[src/rtl/avr_pkg.sv]
// Shared definitions for the AVR core: fetch FSM encoding, default PC width and
// the opcode patterns that mark a 32-bit (two-word) instruction.
package avr_pkg;

  localparam int unsigned PC_W_DFLT = 9;

  localparam logic [15:0] NOP = 16'h0000;

  // LDS/STS: fixed top seven bits, low nibble zero.
  localparam logic [15:0] LDS_STS_MASK = 16'hFE0F;
  localparam logic [15:0] LDS_MATCH    = 16'h9000;
  localparam logic [15:0] STS_MATCH    = 16'h9200;
  // JMP/CALL: fixed top seven bits, bits 3:2 set, bit 1 selects JMP vs CALL.
  localparam logic [15:0] JMP_CALL_MASK  = 16'hFE0C;
  localparam logic [15:0] JMP_CALL_MATCH = 16'h940C;

  typedef enum logic [1:0] {
    StFill0,
    StFill1,
    StRun,
    StWord2
  } fetch_state_e;

endpackage

[src/rtl/avr_insn_len.sv]
// Flags a 16-bit opcode whose instruction continues into a second word.
module avr_insn_len
  import avr_pkg::*;
(
  input  logic [15:0] i_word,
  output logic        o_is2word
);

  always_comb begin
    o_is2word = ((i_word & LDS_STS_MASK) == LDS_MATCH) ||
                ((i_word & LDS_STS_MASK) == STS_MATCH) ||
                ((i_word & JMP_CALL_MASK) == JMP_CALL_MATCH);
  end

endmodule

[src/rtl/avr_fetch_ctrl.sv]
// Instruction fetch sequencer: owns the PC, streams words from a synchronous ROM,
// assembles two-word opcodes and handles jumps/skips with a fixed 2-cycle bubble.
module avr_fetch_ctrl
  import avr_pkg::*;
#(
  parameter int unsigned PC_W    = PC_W_DFLT,
  parameter int unsigned RST_VEC = 0
) (
  input  logic            CLK,
  input  logic            RST,
  output logic [PC_W-1:0] pm_addr,
  output logic            pm_en,
  input  logic [15:0]     pm_data,
  output logic [15:0]     instr,
  output logic [15:0]     op2,
  output logic            instr_valid,
  output logic [PC_W-1:0] pc,
  input  logic            stall,
  input  logic            jmp_req,
  input  logic [PC_W-1:0] jmp_target,
  input  logic            rjmp_req,
  input  logic [11:0]     rjmp_off,
  input  logic            skip_req
);

  fetch_state_e    r_state;
  logic [PC_W-1:0] r_pm_addr;
  logic [PC_W-1:0] r_pc;
  logic [15:0]     r_instr;
  logic [15:0]     r_op2;
  logic            r_valid;

  logic            w_data_2w;
  logic            w_instr_2w;
  logic [PC_W-1:0] w_npc;
  logic [PC_W-1:0] w_target;
  logic [31:0]     w_off32;
  logic            w_redirect;
  logic            w_unused_off;

  avr_insn_len u_len_data (
    .i_word    (pm_data),
    .o_is2word (w_data_2w)
  );

  avr_insn_len u_len_instr (
    .i_word    (r_instr),
    .o_is2word (w_instr_2w)
  );

  assign w_npc   = r_pc + (w_instr_2w ? PC_W'(2) : PC_W'(1));
  assign w_off32 = {{20{rjmp_off[11]}}, rjmp_off};
  // Offset bits beyond the PC width vanish under modulo-2^PC_W arithmetic.
  assign w_unused_off = ^w_off32[31:PC_W];

  always_comb begin
    w_target = jmp_target;
    if (!jmp_req) begin
      if (rjmp_req) begin
        w_target = w_npc + w_off32[PC_W-1:0];
      end else begin
        // In RUN the ROM is already presenting mem[npc], so its size is known here.
        w_target = w_npc + PC_W'(1) + {{(PC_W-1){1'b0}}, w_data_2w};
      end
    end
  end

  assign w_redirect = (r_state == StRun) && r_valid && (jmp_req || rjmp_req || skip_req);

  always_ff @(posedge CLK or posedge RST) begin
    if (RST) begin
      r_state   <= StFill0;
      r_pm_addr <= PC_W'(RST_VEC);
      r_pc      <= PC_W'(RST_VEC);
      r_instr   <= NOP;
      r_op2     <= 16'h0000;
      r_valid   <= 1'b0;
    end else if (!stall) begin
      unique case (r_state)
        StFill0: begin
          r_state   <= StFill1;
          r_pm_addr <= r_pm_addr + PC_W'(1);
        end
        StFill1, StRun: begin
          if (w_redirect) begin
            r_state   <= StFill0;
            r_pm_addr <= w_target;
            r_valid   <= 1'b0;
          end else begin
            r_instr   <= pm_data;
            r_op2     <= 16'h0000;
            // In FILL1 the word on pm_data was fetched from the address before pm_addr.
            r_pc      <= (r_state == StFill1) ? (r_pm_addr - PC_W'(1)) : w_npc;
            r_valid   <= !w_data_2w;
            r_state   <= w_data_2w ? StWord2 : StRun;
            r_pm_addr <= r_pm_addr + PC_W'(1);
          end
        end
        StWord2: begin
          r_op2     <= pm_data;
          r_valid   <= 1'b1;
          r_state   <= StRun;
          r_pm_addr <= r_pm_addr + PC_W'(1);
        end
        default: r_state <= StFill0;
      endcase
    end
  end

  assign pm_en       = !RST && !stall;
  assign pm_addr     = r_pm_addr;
  assign pc          = r_pc;
  assign instr       = r_instr;
  assign op2         = r_op2;
  assign instr_valid = r_valid;

endmodule

[config.mk]
export PLATFORM = sky130hd
export DESIGN_NAME = avr_fetch_ctrl
export DESIGN_NICKNAME = d
export VERILOG_FILES = /design/src/rtl/avr_pkg.sv /design/src/rtl/avr_insn_len.sv /design/src/rtl/avr_fetch_ctrl.sv
export SDC_FILE = /design/constraint.sdc
export NUM_CORES = 1
export LEC_CHECK = 0
export BUFFER_PORTS_ARGS = -buffer_cell sky130_fd_sc_hd__buf_2
export CAP_MARGIN = 20
export CORE_MARGIN = 2
export CORE_UTILIZATION = 50
export DETAILED_ROUTE_END_ITERATION = 7
export PLACE_DENSITY = 0.77
export SKIP_CTS_REPAIR_TIMING = 1
export SYNTH_ARGS = -nofsm -noshare
export SYNTH_HDL_FRONTEND = slang
export SYNTH_HIERARCHICAL = 1
export SYNTH_SLANG_ARGS = --single-unit
[constraint.sdc]
create_clock -name CLK -period 9.9 [get_ports CLK]
set_clock_uncertainty 0.05 [all_clocks]
set_input_delay 0.99 -clock CLK [delete_from_list [all_inputs] [get_ports CLK]]
set_output_delay 0.99 -clock CLK [all_outputs]
set_load 0.05 [all_outputs]
# ---- Word-level counts from Yosys, hierarchy flattened
# Index checks and enable logic that the tools add are counted.
# Widths: inputs -> output; s select.
dict set report totals {
  regBits 53
  output_inout_bits 52
  elab_cells 56
  inputBits 43
}
dict set report classes {
  reduce_logical 19
  eq_ne 10
  n_bitwise 2
  addsub 6
  mux 13
}
# operator count
set ops {}
lappend ops {{$eq 11x11->1 const B} 4}
lappend ops {{$mux 9} 4}
lappend ops {{$pmux 16 s2} 1}
lappend ops {{$add 9x1->9 const B} 2}
lappend ops {{$eq 9x9->1 const B} 2}
lappend ops {{$pmux 9 s2} 1}
lappend ops {{$mux 16} 1}
lappend ops {{$add 9x1->9} 1}
lappend ops {{$add 9x2->9} 1}
lappend ops {{$add 9x9->9} 1}
lappend ops {{$sub 9x1->9 const B} 1}
lappend ops {{$logic_or 1x1->1} 6}
lappend ops {{$pmux 2 s3} 1}
lappend ops {{$reduce_and 3->1} 2}
lappend ops {{$eq 2x2->1 const B} 2}
lappend ops {{$mux 2} 2}
lappend ops {{$reduce_or 2->1} 2}
lappend ops {{$logic_and 1x1->1} 3}
lappend ops {{$logic_not 1->1} 3}
lappend ops {{$eq 2x1->1 const B} 1}
lappend ops {{$logic_not 2->1} 1}
lappend ops {{$mux 1} 2}
lappend ops {{$ne 2x2->1 const B} 1}
lappend ops {{$not 1->1} 2}
lappend ops {{other kinds (3)} 3}

# ---- Depth between registers and ports, before layout
# Gate-level depths: netlist of the first run.
dict set report depth {
  ltp_word 11
  mapped_depth 18
  ltp_nobuf 18
}

# ---- Modules after synthesis
# Netlist of the first run, hierarchy kept.
# module seq_area_each_um2 cells_per_inst n_inst area_per_inst_um2
set modules_own_cells {}
lappend modules_own_cells {avr_fetch_ctrl 1326.3 363 1 3347.0}
lappend modules_own_cells {avr_insn_len 0.0 5 2 36.3}

# ---- Least setup slack after synthesis of the first run
# OpenSTA, ideal clock, no wires.
dict set report synth_timing {
  kind {register -> register}
  start {register r_instr[1] (netlist: instr[1])}
  end {register r_pm_addr[8] (netlist: pm_addr[8])}
  synth_period_minus_slack_ns 4.111
  n_path_buf 0
  stages_incl_launch_ff 19
  setup_ns 0.119
  t_arrival_ns 3.943
  setup_slack_ns 5.789
  required_ns 9.731
  path_cell_list {dfrtp_1 > or4_1 > o21ai_1 > and3_1 > inv_1 > ha_1 > fa_1 > and4_1 > nand2_1 > xor2_1 > inv_1 > ha_1 > o21a_1 > o21ai_0 > o2bb2ai_1 > xnor2_1 > mux2i_1 > xnor2_1 > o21a_1}
}
dict set report synth_via {
  elab_chain_len 11
  word_cells_on_any_way 13
  cone_classes {add/sub (4); eq/ne (2); mux (5); reduce/logical (2)}
}
# item line
set synth_lines {}
lappend synth_lines {{start, declared} avr_fetch_ctrl.sv:29} ;# logic [15:0] r_instr;
lappend synth_lines {{start signal, assigned} avr_fetch_ctrl.sv:90} ;# r_instr <= pm_data;
lappend synth_lines {{$eq 11x11->1, on equally long branches} {avr_insn_len.sv:10, avr_insn_len.sv:11}}
lappend synth_lines {{$logic_or 1x1->1 (*)} avr_insn_len.sv:10} ;# o_is2word = ((i_word & LDS_STS_MASK) == LDS_MATCH) ||
lappend synth_lines {{$logic_or 1x1->1 (*)} avr_insn_len.sv:11} ;# ((i_word & LDS_STS_MASK) == STS_MATCH) ||
lappend synth_lines {{net w_instr_2w} avr_fetch_ctrl.sv:34} ;# logic w_instr_2w;
lappend synth_lines {{$mux 2 (*)} avr_fetch_ctrl.sv:51} ;# assign w_npc = r_pc + (w_instr_2w ? PC_W'(2) : PC_W'(1));
lappend synth_lines {{$add 9x2->9 (*)} avr_fetch_ctrl.sv:51}
lappend synth_lines {{$add 9x1->9 (2 in series)} avr_fetch_ctrl.sv:63} ;# w_target = w_npc + PC_W'(1) + {{(PC_W-1){1'b0}}, w_data_2w};
lappend synth_lines {{$mux 9 (*)} avr_fetch_ctrl.sv:59} ;# if (rjmp_req) begin
lappend synth_lines {{$mux 9 (*)} avr_fetch_ctrl.sv:58} ;# if (!jmp_req) begin
lappend synth_lines {{$mux 9 (*)} avr_fetch_ctrl.sv:85} ;# if (w_redirect) begin
lappend synth_lines {{$pmux 9 s2 (*)} avr_fetch_ctrl.sv:79} ;# unique case (r_state)
lappend synth_lines {{end signal, assigned} avr_fetch_ctrl.sv:82} ;# r_pm_addr <= r_pm_addr + PC_W'(1);
lappend synth_lines {{end signal, assigned} avr_fetch_ctrl.sv:87} ;# r_pm_addr <= w_target;
lappend synth_lines {{end signal, assigned} avr_fetch_ctrl.sv:96} ;# r_pm_addr <= r_pm_addr + PC_W'(1);
lappend synth_lines {{end, declared} avr_fetch_ctrl.sv:27} ;# logic [PC_W-1:0] r_pm_addr;
# The timed path passes the listed nets; every way through them passes the cells marked *.
# A chain may end at the register's enable or synchronous reset.

# ---- Worst setup path in the final report of the first run
# Same ends and word-level chain as after synthesis.

==> results of run 1 <==
## synth_stat cells, drive strengths merged, types with 2 or more instances
cell type	number
nor2b	4
o22ai	2
ha	18
nand4b	3
o21a	4
clkbuf	19
a21o	2
a21oi	17
fa	2
nor3b	2
nor4	3
o2111ai	2
or3	2
nand2	32
xnor2	17
o311a	2
a211oi	5
mux2i	3
mux2	16
o221ai	2
a22o	16
or4	2
nor4b	2
and3	5
o31ai	2
nand3	13
nand2b	6
xor2	4
nor2	28
buf	6
o311ai	2
o211ai	3
inv	19
nor3	6
and4	2
o21ai	34
dfrtp	53
## cell type report
| cell class | count | area, sq um |
|---|---|---|
| inverters | 19 | 71.3 |
| flip-flops and latches | 53 | 1330 |
| multi-input cells | 276 | 1920 |
| clock inverters | 3 | 28.8 |
| repair buffers | 93 | 490 |
| well taps | 80 | 100 |
| fillers | 582 | 2720 |
| clock buffers | 5 | 68.8 |
## final timing paths
kind | endpoint | cells past startpoint | slack [ps]
max in group asynchronous | pc[4] | 3 | 8530
min in group asynchronous | pm_addr[3] | 3 | 810
min | op2[8] | 1 | 460
max reg2reg | pm_addr[8] | 18 | 5650
min reg2reg | op2[8] | 1 | 460
max | pm_addr[8] | 18 | 5650
## through the flow
stage | hold slack (ps) | area [sq um] | cells | util
after floorplan | 452 | 3420 | 373 | -
after global placement | 433 | 3880 | 520 | 0.577
after detailed placement | 436 | 3910 | 521 | 0.581
after CTS | 467 | 4000 | 529 | 0.596
after global routing | 484 | 4000 | 529 | 0.596
final | 461 | 4000 | 529 | 0.596
## sequential cells by signal, indices dropped and copies added, names as in the netlist
name         cells
instr           16
op2             16
pc               9
pm_addr          9
r_state          2
instr_valid      1
## where the power goes
| group | leakage (nW) | switching, mW | total, mW | internal, mW |
|---|---|---|---|---|
| Combinational | 1.19 | 0.659 | 0.990 | 0.331 |
| Sequential | 0.653 | 0.106 | 0.415 | 0.309 |
| Clock | 0.0506 | 0.0806 | 0.134 | 0.0531 |
## metal layers
layer  global-route usage  up-vias  part of all wire  wire [um]
met5                    0        -                 0          0
met4               0.0653        0             0.013        106
met3               0.0429        9             0.051        431
met2                0.388       91              0.48       4080
met1                0.310     1437              0.45       3830
li1                     -     1483                 -          -
## kinds of logic (layout without fill, tap and decap cells)
family | after synthesis | in the layout | share of synthesized area
flip-flops | 53 | 53 | 0.388
buffers and inverters | 44 | 120 | 0.0516
XOR/XNOR | 21 | 21 | 0.0560
multiplexers | 19 | 19 | 0.0615
AO/OA/AOI/OAI | 103 | 103 | 0.202
adder cells (fa/ha/maj) | 20 | 20 | 0.0776
AND/OR/NAND/NOR | 113 | 113 | 0.164
==> results.env, run 1 <==
OUTCOME='finished clean'
DRT-TOTAL-WL_UM=8440
CRITICAL_PATH_PEAK_FANOUT=5
POST-SYNTH-TOP-AREA-CELL='sky130_fd_sc_hd__dfrtp_1'
HOLD_CLASS='reg -> reg'
CLOCK_TREE.ROOT_CELL='sky130_fd_sc_hd__clkbuf_8'
HTREE_LEVELS=2
TIMING.MAX_CAP.VIOLATIONS=0
SYN_INST=373
CP-STARTPOINT='instr[1]'
MOSTFREQUENTLAYOUTCELL='sky130_fd_sc_hd__buf_2'
DETAIL_ROUTE.DRC_VIOLATIONS=0
DRT_ITER0_DRC=180
NUMBER_OF_ANTENNA_VIOLATIONS_AT_THE_FIRST_CHECK_IN_GLOBAL_ROUTING=0
GRT_START_MAX_NET_PINS=54
SYNTH_SEQUENTIAL_AREA_RATIO=0.388
CRIT_BUF_INV=2
SYNTH.DISTINCT_CELLS=55
DESIGN.FINAL.NETS=511
FINAL_PERIOD_UTILIZATION=0.429
CTS_TREE='built'
SETUP_TNS_PS=0
NUMCLOCKSINKS=53
CTS.REPORTEDPATHS.CLKPINSLEW_PS=110
SYN_TO_FINAL_GROWTH_PCT=17.1
TOP_LEVEL_PORTS=95
DPL.HPWL_UM=6250
SYNTH_EDF_COUNT=0
NUMBER_OF_GLOBAL_ROUTE_VIAS_BEFORE_REPAIR=2922
CP_SLOWEST_STAGE_DELAY_PS=530
YS_FF_LATCH=53
DESIGN.DIE.AREA_SQ_UM=7520
SYNTH_TOP_CELLS_BY_AREA='sky130_fd_sc_hd__dfrtp_1 39%, sky130_fd_sc_hd__ha_1 6.6%, sky130_fd_sc_hd__mux2_2 5.3%'
TIMING_HOLD_VIOLATIONS_FINAL=0
TIMING_MAX_TRANSITION_VIOLATIONS_FINAL=0
CORE-AREA_SQ_UM=6720
GP_ROUTABILITY_CONGESTION=0.858
MAXCLOCKFREQUENCY_MHz=235
PLACE.PORT_BUFFERS=91
INITIAL_CORE_UTIL=0.509
DPL_WORST_SLACK_PS=5670
PERIOD_NEEDED_PS=4250
RSZ_0062_RAISED_AFTER_GLOBAL_ROUTING='false'
CRIT_ARRIVAL_PS=4410
CLOCK_NETWORK_LATENCY_TO_THE_LATER_PIN_OF_THE_WORST_SKEW_PAIR_PS=310
GLOBALROUTEOVERFLOWTOTAL=0
WORSTPATHCELLLIST='or4_1 -> o21ai_1 -> and3_1 -> inv_1 -> ha_1 -> fa_1 -> and4_1 -> nand2_1 -> xor2_1 -> inv_1 -> ha_1 -> o21a_1 -> o21ai_0 -> o2bb2ai_1 -> xnor2_1 -> mux2i_1 -> xnor2_1 -> o21a_1'
CLOCK_TREE.BUFFER_DEPTH=2
TIMING.FINAL.WS_SETUP_PS=5650
DIE_WIDTH_UM=86.7
POWER-PER-CELL-AREA_nW_PER_UM2=384
WL_PER_CELL_UM=16.0
CP.REQUIRED_PS=10070
IR_WORST_VDD_V=0.000207
NETLIST_AREA_SQ_UM=3420
GRTUSAGETOTAL=0.233
AVGSYNTHCELLAREA_SQ_UM=9.17
TIMING.SLEW.HEADROOM=0.541
PATH_DELAY_FAMILY='simple AND/OR/NAND/NOR gates'
WORST_R2R_STARTPOINT='instr[1]'
GRT_FIRST_PASS_WIRELENGTH_UM=13900
ROWS=30
DRT_PRE_ANTENNA_ITERS=4
CTS-BUFFERS-INSERTED=5
CRITICAL_PATH.ENDPOINT_TYPE='flip-flop'
ROUTE.ANTENNA.REMAINING_NETS=0
SYN-NUM-NETS=436
ROUTED-VIA-COUNT=3020
TIMING.SETUP.CRITICAL_PATH_CLASS='reg -> reg'
WORST_SETUP_PATH_START_KIND='flip-flop'
POST_ROUTE_CELLS_DRIVE_ABOVE_1_SHARE=0.269
POWER_mW=1.54
ANTENNA_CELLS_INSERTED=0
WORST_SLEW_PIN_TRAN_PS=688
VIAS_PER_CELL=5.71
TIMING.HOLD.WORST.START='op2[8]'
CRIT_SLOWEST_CELL='sky130_fd_sc_hd__or4_1'
FRACTION_OF_REGISTERS_WITH_ASYNC_SET_RESET=1.00
MOST_FREQUENT_CELLS_IN_THE_LAYOUT='91 x sky130_fd_sc_hd__buf_2, 53 x sky130_fd_sc_hd__dfrtp_1, 32 x sky130_fd_sc_hd__nand2_1'
SYNTH_FLOP_CELL='sky130_fd_sc_hd__dfrtp_1'
SETUP_VIOL=0
SYNTH.TOP_CELL.AREA_SHARE=0.388
LEAKAGEPOWER_nW=1.89
DIE_H_UM=86.7
YOSYS_WARNINGS=6
Power figures use the tool's default switching activity.
==> run 2: changes to the inputs <==
- CORE_UTILIZATION: 50 -> 48
- clock period: 9.9 -> 3.8 ns (I/O delays scaled with it)
==> results.env, run 2 (synthesized netlist as in run 1, its figures left out) <==
OUTCOME='finished clean'
SETUP_VIOL=0
WORST_SETUP_PATH_START_KIND='flip-flop'
WL_PER_CELL_UM=15.9
DRT_ITER0_DRC=180
FIN_UTIL=0.618
VIAS_PER_CELL=5.68
IR_WORST_VDD_V=0.000538
DRT_PRE_ANTENNA_ITERS=6
DPL.HPWL_UM=6650
CLOCK_TREE.ROOT_CELL='sky130_fd_sc_hd__clkbuf_8'
ROWS=30
CRITICAL_PATH.ENDPOINT_TYPE='flip-flop'
MOST_FREQUENT_CELLS_IN_THE_LAYOUT='91 x sky130_fd_sc_hd__buf_2, 50 x sky130_fd_sc_hd__dfrtp_1, 31 x sky130_fd_sc_hd__nand2_1'
CLOCK_TREE.BUFFER_DEPTH=2
GRTUSAGETOTAL=0.231
MOSTFREQUENTLAYOUTCELL='sky130_fd_sc_hd__buf_2'
POWER-PER-CELL-AREA_nW_PER_UM2=995
TOP_LEVEL_PORTS=95
GRT_START_MAX_NET_PINS=33
DESIGN.FINAL.NETS=525
PLACE.PORT_BUFFERS=91
CRIT_SLOWEST_CELL='sky130_fd_sc_hd__or4_4'
RSZ_0062_RAISED_AFTER_GLOBAL_ROUTING='true'
FINAL_PERIOD_UTILIZATION=0.989
CTS_TREE='built'
DIE_H_UM=88.4
CRITICAL_PATH_PEAK_FANOUT=3
PLACED_CELL_AREA_SQ_UM=4010
CP_SLOWEST_STAGE_DELAY_PS=530
WORSTPATHCELLLIST='or4_4 -> o21ai_2 -> and3_4 -> inv_2 -> ha_4 -> fa_2 -> and4_4 -> nand2_4 -> xor2_2 -> inv_2 -> ha_4 -> o21a_1 -> o21ai_1 -> o2bb2ai_1 -> xnor2_1 -> mux2i_1 -> xnor2_1 -> o21a_1'
TIMING.MAX_CAP.VIOLATIONS=0
CLOCK_NETWORK_LATENCY_TO_THE_LATER_PIN_OF_THE_WORST_SKEW_PAIR_PS=320
HOLD_CLASS='in -> async'
NUMCLOCKSINKS=53
TIMING_MAX_TRANSITION_VIOLATIONS_FINAL=0
ROUTED-VIA-COUNT=3173
SETUP_TNS_PS=0
HTREE_LEVELS=2
ROUTE.ANTENNA.REMAINING_NETS=0
INITIAL_CORE_UTIL=0.501
NUMBER_OF_ANTENNA_VIOLATIONS_AT_THE_FIRST_CHECK_IN_GLOBAL_ROUTING=0
WORST_SLEW_PIN_TRAN_PS=1030
GP_ROUTABILITY_CONGESTION=0.850
CTS-BUFFERS-INSERTED=5
CORE-AREA_SQ_UM=6830
CP.REQUIRED_PS=3970
ANTENNA_CELLS_INSERTED=0
GLOBALROUTEOVERFLOWTOTAL=0
MAXCLOCKFREQUENCY_MHz=266
CTS.REPORTEDPATHS.CLKPINSLEW_PS=110
DIE_WIDTH_UM=88.4
DPL_WORST_SLACK_PS=-20.6
HOLDWS_PS=105
TIMING.SLEW.HEADROOM=0.313
TIMING_HOLD_VIOLATIONS_FINAL=0
CRIT_ARRIVAL_PS=3930
NUMBER_OF_GLOBAL_ROUTE_VIAS_BEFORE_REPAIR=3005
GRT_FIRST_PASS_WIRELENGTH_UM=14200
SYN_TO_FINAL_GROWTH_PCT=23.5
PERIOD_NEEDED_PS=3760
POST-ROUTE-CELL-AREA_SQ_UM=4220
DESIGN.DIE.AREA_SQ_UM=7820
LEAKAGEPOWER_nW=1.98
TIMING.FINAL.WS_SETUP_PS=40.6
TIMING.SETUP.CRITICAL_PATH_CLASS='reg -> reg'
PATH_DELAY_FAMILY='simple AND/OR/NAND/NOR gates'
DETAIL_ROUTE.DRC_VIOLATIONS=0
CRIT_BUF_INV=2
DRT-TOTAL-WL_UM=8890
POST_ROUTE_CELLS_DRIVE_ABOVE_1_SHARE=0.335
==> run 2: path summary, 6_finish.rpt <==
path	endpoint	slack [ps]	depth (start not counted)	from
worst max-delay path	pm_addr[8]	40	18	instr[10]
worst min-delay path	instr[15]	100	2	RST
worst max register to register	pm_addr[8]	40	18	instr[10]
worst min register to register	op2[8]	460	1	op2[8]
max in group asynchronous	pc[7]	2820	3	RST
min in group CLK	op2[7]	230	2	pm_data[7]
==> run 2: where the power goes <==
| part | total (mW) | switching, mW | internal [mW] | leakage [nW] |
|---|---|---|---|---|
| Sequential | 1.10 | 0.291 | 0.807 | 0.650 |
| Clock | 0.347 | 0.209 | 0.138 | 0.0506 |
| Combinational | 2.75 | 1.78 | 0.975 | 1.28 |
| Total | 4.20 | 2.28 | 1.92 | 1.98 |
==> run 2: layer usage <==
metal,global-route usage,part of all wire
met2,0.394,0.50
met1,0.303,0.42
met5,0,0
met3,0.0466,0.072
met4,0.0565,0.015
==> run 2: stage by stage <==
step           power, mW  cells
2_1_floorplan       3.11    373
3_3_place_gp        3.67    543
3_5_place_dp        3.75    543
4_1_cts             4.11    551
5_1_grt             4.50    559
6_report            4.20    559
==> run 2: layout make-up <==
| type | count | area [sq um] |
|---|---|---|
| multi-input combinational | 276 | 2030 |
| tap | 96 | 120 |
| clock inverter | 3 | 28.8 |
| timing repair buffer | 107 | 576 |
| clock buffer | 5 | 68.8 |
| fill | 592 | 2610 |
| inverter | 19 | 71.3 |
| sequential | 53 | 1330 |
